===== config.mk =====
export PLATFORM = sky130hd
export DESIGN_NAME = condlogic_flat
export DESIGN_NICKNAME = d
export VERILOG_FILES = /design/src/rtl/condlogic_pkg.sv /design/src/rtl/condlogic_if.sv /design/src/rtl/condlogic_condcheck.sv /design/src/rtl/condlogic.sv /design/src/flat_wrapper.sv
export SDC_FILE = /design/constraint.sdc
export NUM_CORES = 1
export LEC_CHECK = 0
export ABC_AREA = 1
export ABC_CLOCK_PERIOD_IN_PS = 1900
export BUFFER_PORTS_ARGS = -buffer_cell sky130_fd_sc_hd__clkbuf_2
export CAP_MARGIN = 20
export CELL_PAD_IN_SITES_DETAIL_PLACEMENT = 2
export CELL_PAD_IN_SITES_GLOBAL_PLACEMENT = 2
export CORE_ASPECT_RATIO = 1.4
export CORE_UTILIZATION = 21
export CTS_BUF_LIST = sky130_fd_sc_hd__clkbuf_4 sky130_fd_sc_hd__clkbuf_8
export CTS_CLUSTER_DIAMETER = 120
export CTS_CLUSTER_SIZE = 28
export DETAILED_ROUTE_END_ITERATION = 8
export GPL_TIMING_DRIVEN = 0
export PLACE_DENSITY = 0.85
export SLEW_MARGIN = 0
export SYNTH_ARGS = -nofsm -noshare
export SYNTH_HDL_FRONTEND = slang
export SYNTH_SLANG_ARGS = --single-unit

===== constraint.sdc =====
create_clock -name clk -period 1.9 [get_ports clk]
set_clock_uncertainty 0.2 [all_clocks]
set_input_delay 0.285 -clock clk [delete_from_list [all_inputs] [get_ports clk]]
set_output_delay 0.285 -clock clk [all_outputs]
set_load 0.03 [all_outputs]

===== src/rtl/condlogic_pkg.sv =====
// Shared definitions for the ARM conditional-execution unit: condition codes,
// NZCV bit positions and FlagW field encodings.
package condlogic_pkg;

  typedef enum logic [3:0] {
    COND_EQ  = 4'h0,
    COND_NE  = 4'h1,
    COND_CS  = 4'h2,
    COND_CC  = 4'h3,
    COND_MI  = 4'h4,
    COND_PL  = 4'h5,
    COND_VS  = 4'h6,
    COND_VC  = 4'h7,
    COND_HI  = 4'h8,
    COND_LS  = 4'h9,
    COND_GE  = 4'hA,
    COND_LT  = 4'hB,
    COND_GT  = 4'hC,
    COND_LE  = 4'hD,
    COND_AL  = 4'hE,
    COND_UND = 4'hF
  } cond_e;

  localparam int FLAG_N = 3;
  localparam int FLAG_Z = 2;
  localparam int FLAG_C = 1;
  localparam int FLAG_V = 0;

  localparam logic [1:0] FLAGW_NZ  = 2'b10;
  localparam logic [1:0] FLAGW_ALL = 2'b11;
  localparam logic [1:0] FLAGW_CV  = FLAGW_ALL ^ FLAGW_NZ;

  // Signed "greater or equal" after a compare: N and V agree.
  function automatic logic signed_ge(input logic [3:0] flags);
    return flags[FLAG_N] == flags[FLAG_V];
  endfunction

endpackage


===== src/rtl/condlogic_if.sv =====
// Controller-side bundle of the conditional-execution unit: decoder/FSM
// requests and ALU flags in, gated strobes and architectural flags out.
interface condlogic_if;

  logic [3:0] Cond;
  logic [3:0] ALUFlags;
  logic [1:0] FlagW;
  logic       PCS;
  logic       NextPC;
  logic       RegW;
  logic       MemW;
  logic       PCWrite;
  logic       RegWrite;
  logic       MemWrite;
  logic [3:0] Flags;
  logic       CondEx;

  modport master (
    output Cond, ALUFlags, FlagW, PCS, NextPC, RegW, MemW,
    input  PCWrite, RegWrite, MemWrite, Flags, CondEx
  );

  modport slave (
    input  Cond, ALUFlags, FlagW, PCS, NextPC, RegW, MemW,
    output PCWrite, RegWrite, MemWrite, Flags, CondEx
  );

endinterface


===== src/rtl/condlogic_condcheck.sv =====
// Purely combinational ARM condition evaluator: Cond x {N,Z,C,V} -> pass.
// Shared with the pipelined core, so it holds no state.
module condcheck
  import condlogic_pkg::*;
(
  input  logic [3:0] cond_i,
  input  logic [3:0] flags_i,
  output logic       cond_ex_o
);

  logic n, z, c, v;

  assign n = flags_i[FLAG_N];
  assign z = flags_i[FLAG_Z];
  assign c = flags_i[FLAG_C];
  assign v = flags_i[FLAG_V];

  always_comb begin
    // NOTE: default assignment first so no path through the case leaves the
    // output unassigned, which would infer a latch.
    cond_ex_o = 1'b1;
    case (cond_e'(cond_i))
      COND_EQ:           cond_ex_o = z;
      COND_NE:           cond_ex_o = ~z;
      COND_CS:           cond_ex_o = c;
      COND_CC:           cond_ex_o = ~c;
      COND_MI:           cond_ex_o = n;
      COND_PL:           cond_ex_o = ~n;
      COND_VS:           cond_ex_o = v;
      COND_VC:           cond_ex_o = ~v;
      COND_HI:           cond_ex_o = c & ~z;
      COND_LS:           cond_ex_o = ~c | z;
      COND_GE:           cond_ex_o = signed_ge(flags_i);
      COND_LT:           cond_ex_o = ~signed_ge(flags_i);
      COND_GT:           cond_ex_o = ~z & signed_ge(flags_i);
      COND_LE:           cond_ex_o = z | ~signed_ge(flags_i);
      COND_AL, COND_UND: cond_ex_o = 1'b1;
    endcase
  end

endmodule


===== src/rtl/condlogic.sv =====
// Conditional-execution and flag-state unit of the multicycle ARM datapath:
// holds NZCV, evaluates Cond against it and gates the controller's write strobes.
module condlogic
  import condlogic_pkg::*;
#(
  parameter logic [3:0] RESET_FLAGS = 4'b0000
) (
  input  logic          clk,
  input  logic          reset,
  condlogic_if.slave    bus
);

  logic [3:0] flags_q, flags_d;
  logic       cond_ex_q, cond_ex_d;
  logic       cond_ex_comb;
  logic [1:0] flag_write;

  // Evaluated on the stored flags, so a flag update in this cycle only
  // affects the next instruction.
  condcheck u_condcheck (
    .cond_i    (bus.Cond),
    .flags_i   (flags_q),
    .cond_ex_o (cond_ex_comb)
  );

  assign flag_write = bus.FlagW & {2{cond_ex_comb}};
  assign cond_ex_d  = cond_ex_comb;

  always_comb begin
    flags_d = flags_q;
    if ((flag_write & FLAGW_NZ) != 2'b00)
      flags_d[FLAG_N:FLAG_Z] = bus.ALUFlags[FLAG_N:FLAG_Z];
    if ((flag_write & FLAGW_CV) != 2'b00)
      flags_d[FLAG_C:FLAG_V] = bus.ALUFlags[FLAG_C:FLAG_V];
  end

  // NOTE: non-blocking assignments for all state so every register samples
  // the pre-edge values, independent of statement order.
  always_ff @(posedge clk or posedge reset) begin
    if (reset) begin
      flags_q   <= RESET_FLAGS;
      cond_ex_q <= 1'b0;
    end else begin
      flags_q   <= flags_d;
      cond_ex_q <= cond_ex_d;
    end
  end

  // Strobes depend only on registered state plus FSM requests; ALUFlags
  // reaches the outputs solely through flags_q.
  assign bus.RegWrite = bus.RegW & cond_ex_q;
  assign bus.MemWrite = bus.MemW & cond_ex_q;
  assign bus.PCWrite  = (bus.PCS & cond_ex_q) | bus.NextPC;
  assign bus.Flags    = flags_q;
  assign bus.CondEx   = cond_ex_q;

endmodule


===== src/flat_wrapper.sv =====
// flat-port wrapper written by rule: the top's interface ports become plain ports
module condlogic_flat import condlogic_pkg::*;
#(
  parameter logic [3:0] RESET_FLAGS = 4'b0000
)
  (clk, reset, bus_Cond, bus_ALUFlags, bus_FlagW, bus_PCS, bus_NextPC, bus_RegW, bus_MemW, bus_PCWrite, bus_RegWrite, bus_MemWrite, bus_Flags, bus_CondEx);
  condlogic_if bus_i ();
  input  logic clk;
  input  logic reset;
  input wire logic [$bits(bus_i.Cond)-1:0] bus_Cond;
  input wire logic [$bits(bus_i.ALUFlags)-1:0] bus_ALUFlags;
  input wire logic [$bits(bus_i.FlagW)-1:0] bus_FlagW;
  input wire logic [$bits(bus_i.PCS)-1:0] bus_PCS;
  input wire logic [$bits(bus_i.NextPC)-1:0] bus_NextPC;
  input wire logic [$bits(bus_i.RegW)-1:0] bus_RegW;
  input wire logic [$bits(bus_i.MemW)-1:0] bus_MemW;
  output wire logic [$bits(bus_i.PCWrite)-1:0] bus_PCWrite;
  output wire logic [$bits(bus_i.RegWrite)-1:0] bus_RegWrite;
  output wire logic [$bits(bus_i.MemWrite)-1:0] bus_MemWrite;
  output wire logic [$bits(bus_i.Flags)-1:0] bus_Flags;
  output wire logic [$bits(bus_i.CondEx)-1:0] bus_CondEx;
  assign bus_i.Cond = bus_Cond;
  assign bus_i.ALUFlags = bus_ALUFlags;
  assign bus_i.FlagW = bus_FlagW;
  assign bus_i.PCS = bus_PCS;
  assign bus_i.NextPC = bus_NextPC;
  assign bus_i.RegW = bus_RegW;
  assign bus_i.MemW = bus_MemW;
  assign bus_PCWrite = bus_i.PCWrite;
  assign bus_RegWrite = bus_i.RegWrite;
  assign bus_MemWrite = bus_i.MemWrite;
  assign bus_Flags = bus_i.Flags;
  assign bus_CondEx = bus_i.CondEx;
  condlogic #(.RESET_FLAGS(RESET_FLAGS)) u_core (.clk(clk), .reset(reset), .bus(bus_i));
endmodule

; ---- After elaboration in Yosys (flattened, before gate mapping)
; Cells that the tools add are included.
[classes]
eq_ne = 16
mux = 1
bitwise_logic = 14
n_reduce_logical = 2
[op_table]
columns = operator, count
row1 = == test 4 bit (second input constant), 8
row2 = == test 4 x 3 -> 1 bit (second input constant), 4
row3 = one-hot mux 1 bit (15 select lines), 1
row4 = == test 4 x 2 -> 1 bit (second input constant), 2
row5 = bitwise AND 1 bit, 5
row6 = NOT 1 bit, 5
row7 = == test 4 x 1 -> 1 bit (second input constant), 1
row8 = logical NOT 4 bit, 1
row9 = OR 1 bit, 3
row10 = bitwise AND 2 bit, 1
row11 = OR reduction 2 bit, 1
row12 = == test 1 bit, 1
[word_totals]
reg_bits = 5
in_bits = 16
output_inout_bits = 8

; ---- Depth between registers and ports, before layout
[logic_depth]
word_depth = 5
mapped_depth = 12

; ---- Cells and area by module
; Synthesis repeated with hierarchy kept, for this count alone.
[unflattened]
cells_unflattened = 79
hier_area_um2 = 445.4
[by_module_without_submodules]
columns = mod, instances, cells_each, area_each_um2, seq_area_each_um2
row1 = condcheck, 1, 52, 232.7, 0.0
row2 = condlogic, 1, 27, 212.7, 125.1

; ---- Worst setup path before layout
; Ideal clock, no wire load.
[synth_timing]
path_type = register -> register
from = reg u_core.flags_q[1] (netlist: u_core.bus.Flags[1])
to = reg u_core.flags_q[0] (netlist: u_core.bus.Flags[0])
setup_time_ps = 118
t_arrival_ps = 1281
path_slack_ps = 301
stages_incl_launch_ff = 10
n_path_buf = 0
path_cell_list = dfrtp_1 inv_1 a21oi_1 nand2_1 nand2_1 nand2_2 nor2_4 nand2_4 nand4_1 nand2_1
[synth_between]
elab_chain_cells = 4
[synth_lines]
columns = item, line_no
row1 = "start, declared", condlogic.sv:13  ; logic [3:0] flags_q, flags_d;
row2 = "start signal, assigned", condlogic.sv:44  ; flags_q <= flags_d;
row3 = NOT 1 bit, "condlogic_condcheck.sv:26, condlogic_condcheck.sv:32"
row4 = OR 1 bit, condlogic_condcheck.sv:32  ; COND_LS: cond_ex_o = ~c | z;
row5 = one-hot mux 1 bit (15 select lines) (*), condlogic_condcheck.sv:22  ; case (cond_e'(cond_i))
row6 = bitwise AND 2 bit (*), condlogic.sv:26  ; assign flag_write = bus.FlagW & {2{cond_ex_comb}};
; Every way passes the cells marked *; elsewhere a longest branch is shown, timed or not.
; A chain may end at the register's enable or synchronous reset.

; ---- Worst setup path in the final report
[layout_timing]
from = reg u_core.flags_q[3] (netlist: u_core.bus.Flags[3])
to = reg u_core.flags_q[3] (netlist: u_core.bus.Flags[3])
[layout_between]
elab_chain_cells = 5
[layout_lines]
columns = item, line_no
row1 = == test 1 bit, condlogic_pkg.sv:35  ; return flags[FLAG_N] == flags[FLAG_V];
row2 = NOT 1 bit, "condlogic_condcheck.sv:34, condlogic_condcheck.sv:36"
row3 = OR 1 bit, condlogic_condcheck.sv:36  ; COND_LE: cond_ex_o = z | ~signed_ge(flags_i);
row4 = one-hot mux 1 bit (15 select lines) (*), condlogic_condcheck.sv:22
row5 = bitwise AND 2 bit (*), condlogic.sv:26
; Marked as above.

==> impl_metrics.toml <==
[outcome]
outcome = "complete, no violations"

[synthesis]
ys_types = 17
synth-async-reset-ratio = 1.000
synth_ff_type = "dfrtp_1"
syn-num-nets = 95
netlist_top_cells_area = "dfrtp_1 27%, nand2_1 23%, inv_1 11%"
synth-seq-cells = 5
synth_top_family_by_area = "simple AND/OR/NAND/NOR gates"
syn_inst = 79
synth_edf_count = 0
yosys.area_share.xor_xnor = 0
synth_compound_area_frac = 0.08511
yosysTopAreaCellShare = 0.2660
syn_area_um2 = 470.5
yosysTopAreaCell = "dfrtp_1"
yosys-top-cells-count = "29 x nand2_1, 14 x inv_1, 6 x nand3_1, 6 x nor2_1, 5 x dfrtp_1"
yosys.cell_count.top_type = "nand2_1"
synth-adder-area-share = 0
synth_sequential_area_ratio = 0.2660
synthSimpleGateAreaFrac = 0.5372
synth_warnings = 0
synthMuxAreaShare = 0
syn_avg_cell_area_um2 = 5.955

[pwr]
p_sw_frac = 0.5156
p_seq_frac = 0.275
switchingPower_mw = 0.3976
clock_power_share = 0.180
internal_power_mw = 0.3736
p_comb_frac = 0.545
leakagePower_nw = 0.4092
peakVddDrop_mv = 0.5121
p_per_area_mw_per_mm2 = 1183

[routing]
wl_per_cell_um = 11.94
drc_errors = 0
dr.first_iter.drc_count = 3
viasPerCell = 4.664
ant_nets = 0
wl_um = 1528
drt_pre_antenna_iters = 2
via_count = 597

[sta]
timing.final.ws_setup_ps = 264.5
grt_setup_unrepaired = "no"
maxSlewViolCount = 0
slew_headroom = 0.7885
final.min_clock_period_ps = 1636
clock.fmax_ghz = 0.6114
worstMarginPinSlew_ps = 316.3
fin_setup_tns_ps = 0
period_share = 0.8608
hold_viol = 0
setup_viol = 0
whs_ps = 85.44

[global_routing]
grt_pass1_wl_um = 2711
gr-usage-all-layers = 0.1477
grt_overflow = 0
grt_pass1_vias = 647
antenna_found_initial = 0
grt_max_degree = 8

[layout]
final_layout_size_suffix_gt1_frac = 0.3178
fillCellCount = 272
fin_cells = 128
finish.net_count = 124
antennaDiodeCount = 0
area_growth_syn_to_layout_pct = 38.56
design_area_um2 = 651.9
multi_input_area_um2 = 292.8
register_area_um2 = 125.1

[clock_network]
htreeDepth = 1
clockBufferDepth = 2
cts_num_sinks = 5
numCtsBuffers = 3
path_clk_slew_ps = 40
cts_root_buf = "clkbuf_4"
cts_resized = 0
tritoncts = "built"
clock_latency_ps = 240

[critical_path]
arrival_ps = 1560
crit_type = "flop to flop"
cp-start-kind = "flop"
worstSetupEndpointType = "flop"
worstPathMaxFanout = 6
worst_ep_required_time_ps = 1830

[place]
dp_worst_setup_slack_ps = 178.9
place_hpwl_um = 1347
place_area_um2 = 611.8
port_buffers = 23
placedCellCount = 123
place_congestion = 0.7566

[floorplan]
io_pins = 24
coreArea_mm2 = 0.002044
die_h_um = 58.01
fp-row-count = 19
die_area_mm2 = 0.002436
fp.dieW_um = 42
start_util = 0.2301

[hold_path]
hold_path_class = "input pin to flop"

[flow_run]
drv_cap = 0
-- per-layer routing --
layer | global-route usage | vias to the layer above | routed length (µm)
li1 | - | 303 | -
met1 | 0.1503 | 277 | 548
met2 | 0.2946 | 13 | 907
met3 | 0.01246 | 4 | 46
met4 | 0.06912 | 0 | 25
met5 | 0 | - | 0
-- sequential cells by signal, indices dropped and copies added, names as in the netlist --
signal,flops
u_core.bus.Flags,4
u_core.bus.CondEx,1
-- placed cells by master, fill, tap and decap left out --
| cell type | netlist | layout |
|---|---|---|
| dfrtp_1 | 5 | 5 |
| o21ai_1 | 1 | 1 |
| clkbuf_2 | 0 | 23 |
| nand3_2 | 2 | 2 |
| inv_1 | 14 | 14 |
| nand4_1 | 4 | 4 |
| o21ai_0 | 2 | 2 |
| nor2_2 | 1 | 1 |
| a21oi_1 | 2 | 2 |
| nor3_1 | 1 | 1 |
| nand2_2 | 2 | 2 |
| a21boi_0 | 1 | 1 |
| nor2_4 | 1 | 1 |
| a21o_1 | 1 | 1 |
| nand3_1 | 6 | 6 |
| nor2_1 | 6 | 6 |
| nand2_4 | 1 | 1 |
| dlygate4sd3_1 | 0 | 1 |
| clkbuf_4 | 0 | 4 |
| nand2_1 | 29 | 29 |
-- cell type report --
cell class | count | area share
clock buffers | 4 | 0.04607
inverters | 14 | 0.08061
multi-input cells | 60 | 0.4491
flip-flops and latches | 5 | 0.1919
well taps | 21 | 0.04031
repair buffers | 24 | 0.1919
-- power by group through the flow --
stage | Combinational [mW] | Clock, mW | Sequential [mW]
finish | 0.420 | 0.139 | 0.212
global route | 0.473 | 0.145 | 0.224
CTS | 0.432 | 0.142 | 0.216
detailed placement | 0.427 | 0 | 0.216
global placement | 0.412 | 0 | 0.213
floorplan | 0.209 | 0 | 0.289
-- worst max-delay path, stage by stage (launching register included) --
cell and delay, ps:
dfrtp_1 430, inv_1 110, nand2_1 90, nand3_1 120, nand2_1 60, nand2_1 70, nand2_2 70, nor2_4 130
nand2_4 80, nand4_1 90, nand2_1 70
-- stage by stage --
step	total power [mW]	utilization
CTS	0.7897	0.3188
global route	0.8422	0.3188
floorplan	0.4984	-
finish	0.7711	0.3188
global placement	0.6253	0.2993
detailed placement	0.6426	0.2993
-- worst paths after layout --
| kind | slack, ps | cells after the start | start | endpoint |
|---|---|---|---|---|
| max in group asynchronous | 1060 | 3 | reset | u_core.bus.CondEx |
| setup / recovery | 260 | 10 | u_core.bus.Flags[3] | u_core.bus.Flags[3] |
| hold reg to reg | 330 | 2 | u_core.bus.Flags[2] | u_core.bus.Flags[2] |
| min in group asynchronous | 270 | 3 | reset | u_core.bus.Flags[1] |
| setup reg to reg | 260 | 10 | u_core.bus.Flags[3] | u_core.bus.Flags[3] |
| hold / removal | 90 | 3 | bus_ALUFlags[2] | u_core.bus.Flags[2] |
-- logic make-up after synthesis --
logic type             after synthesis
AOI/OAI and AO/OA                    7
buffers and inverters               14
DFF                                  5
and+or+nand+nor                     53
-- timing repair --
action | 4_1_cts | 5_1_grt
hold buffers | 1 | 0
setup buffers | 0 | 0
endpoints found under the hold margin | 5 | 0
Note: power is estimated with default switching activity, not from simulation.
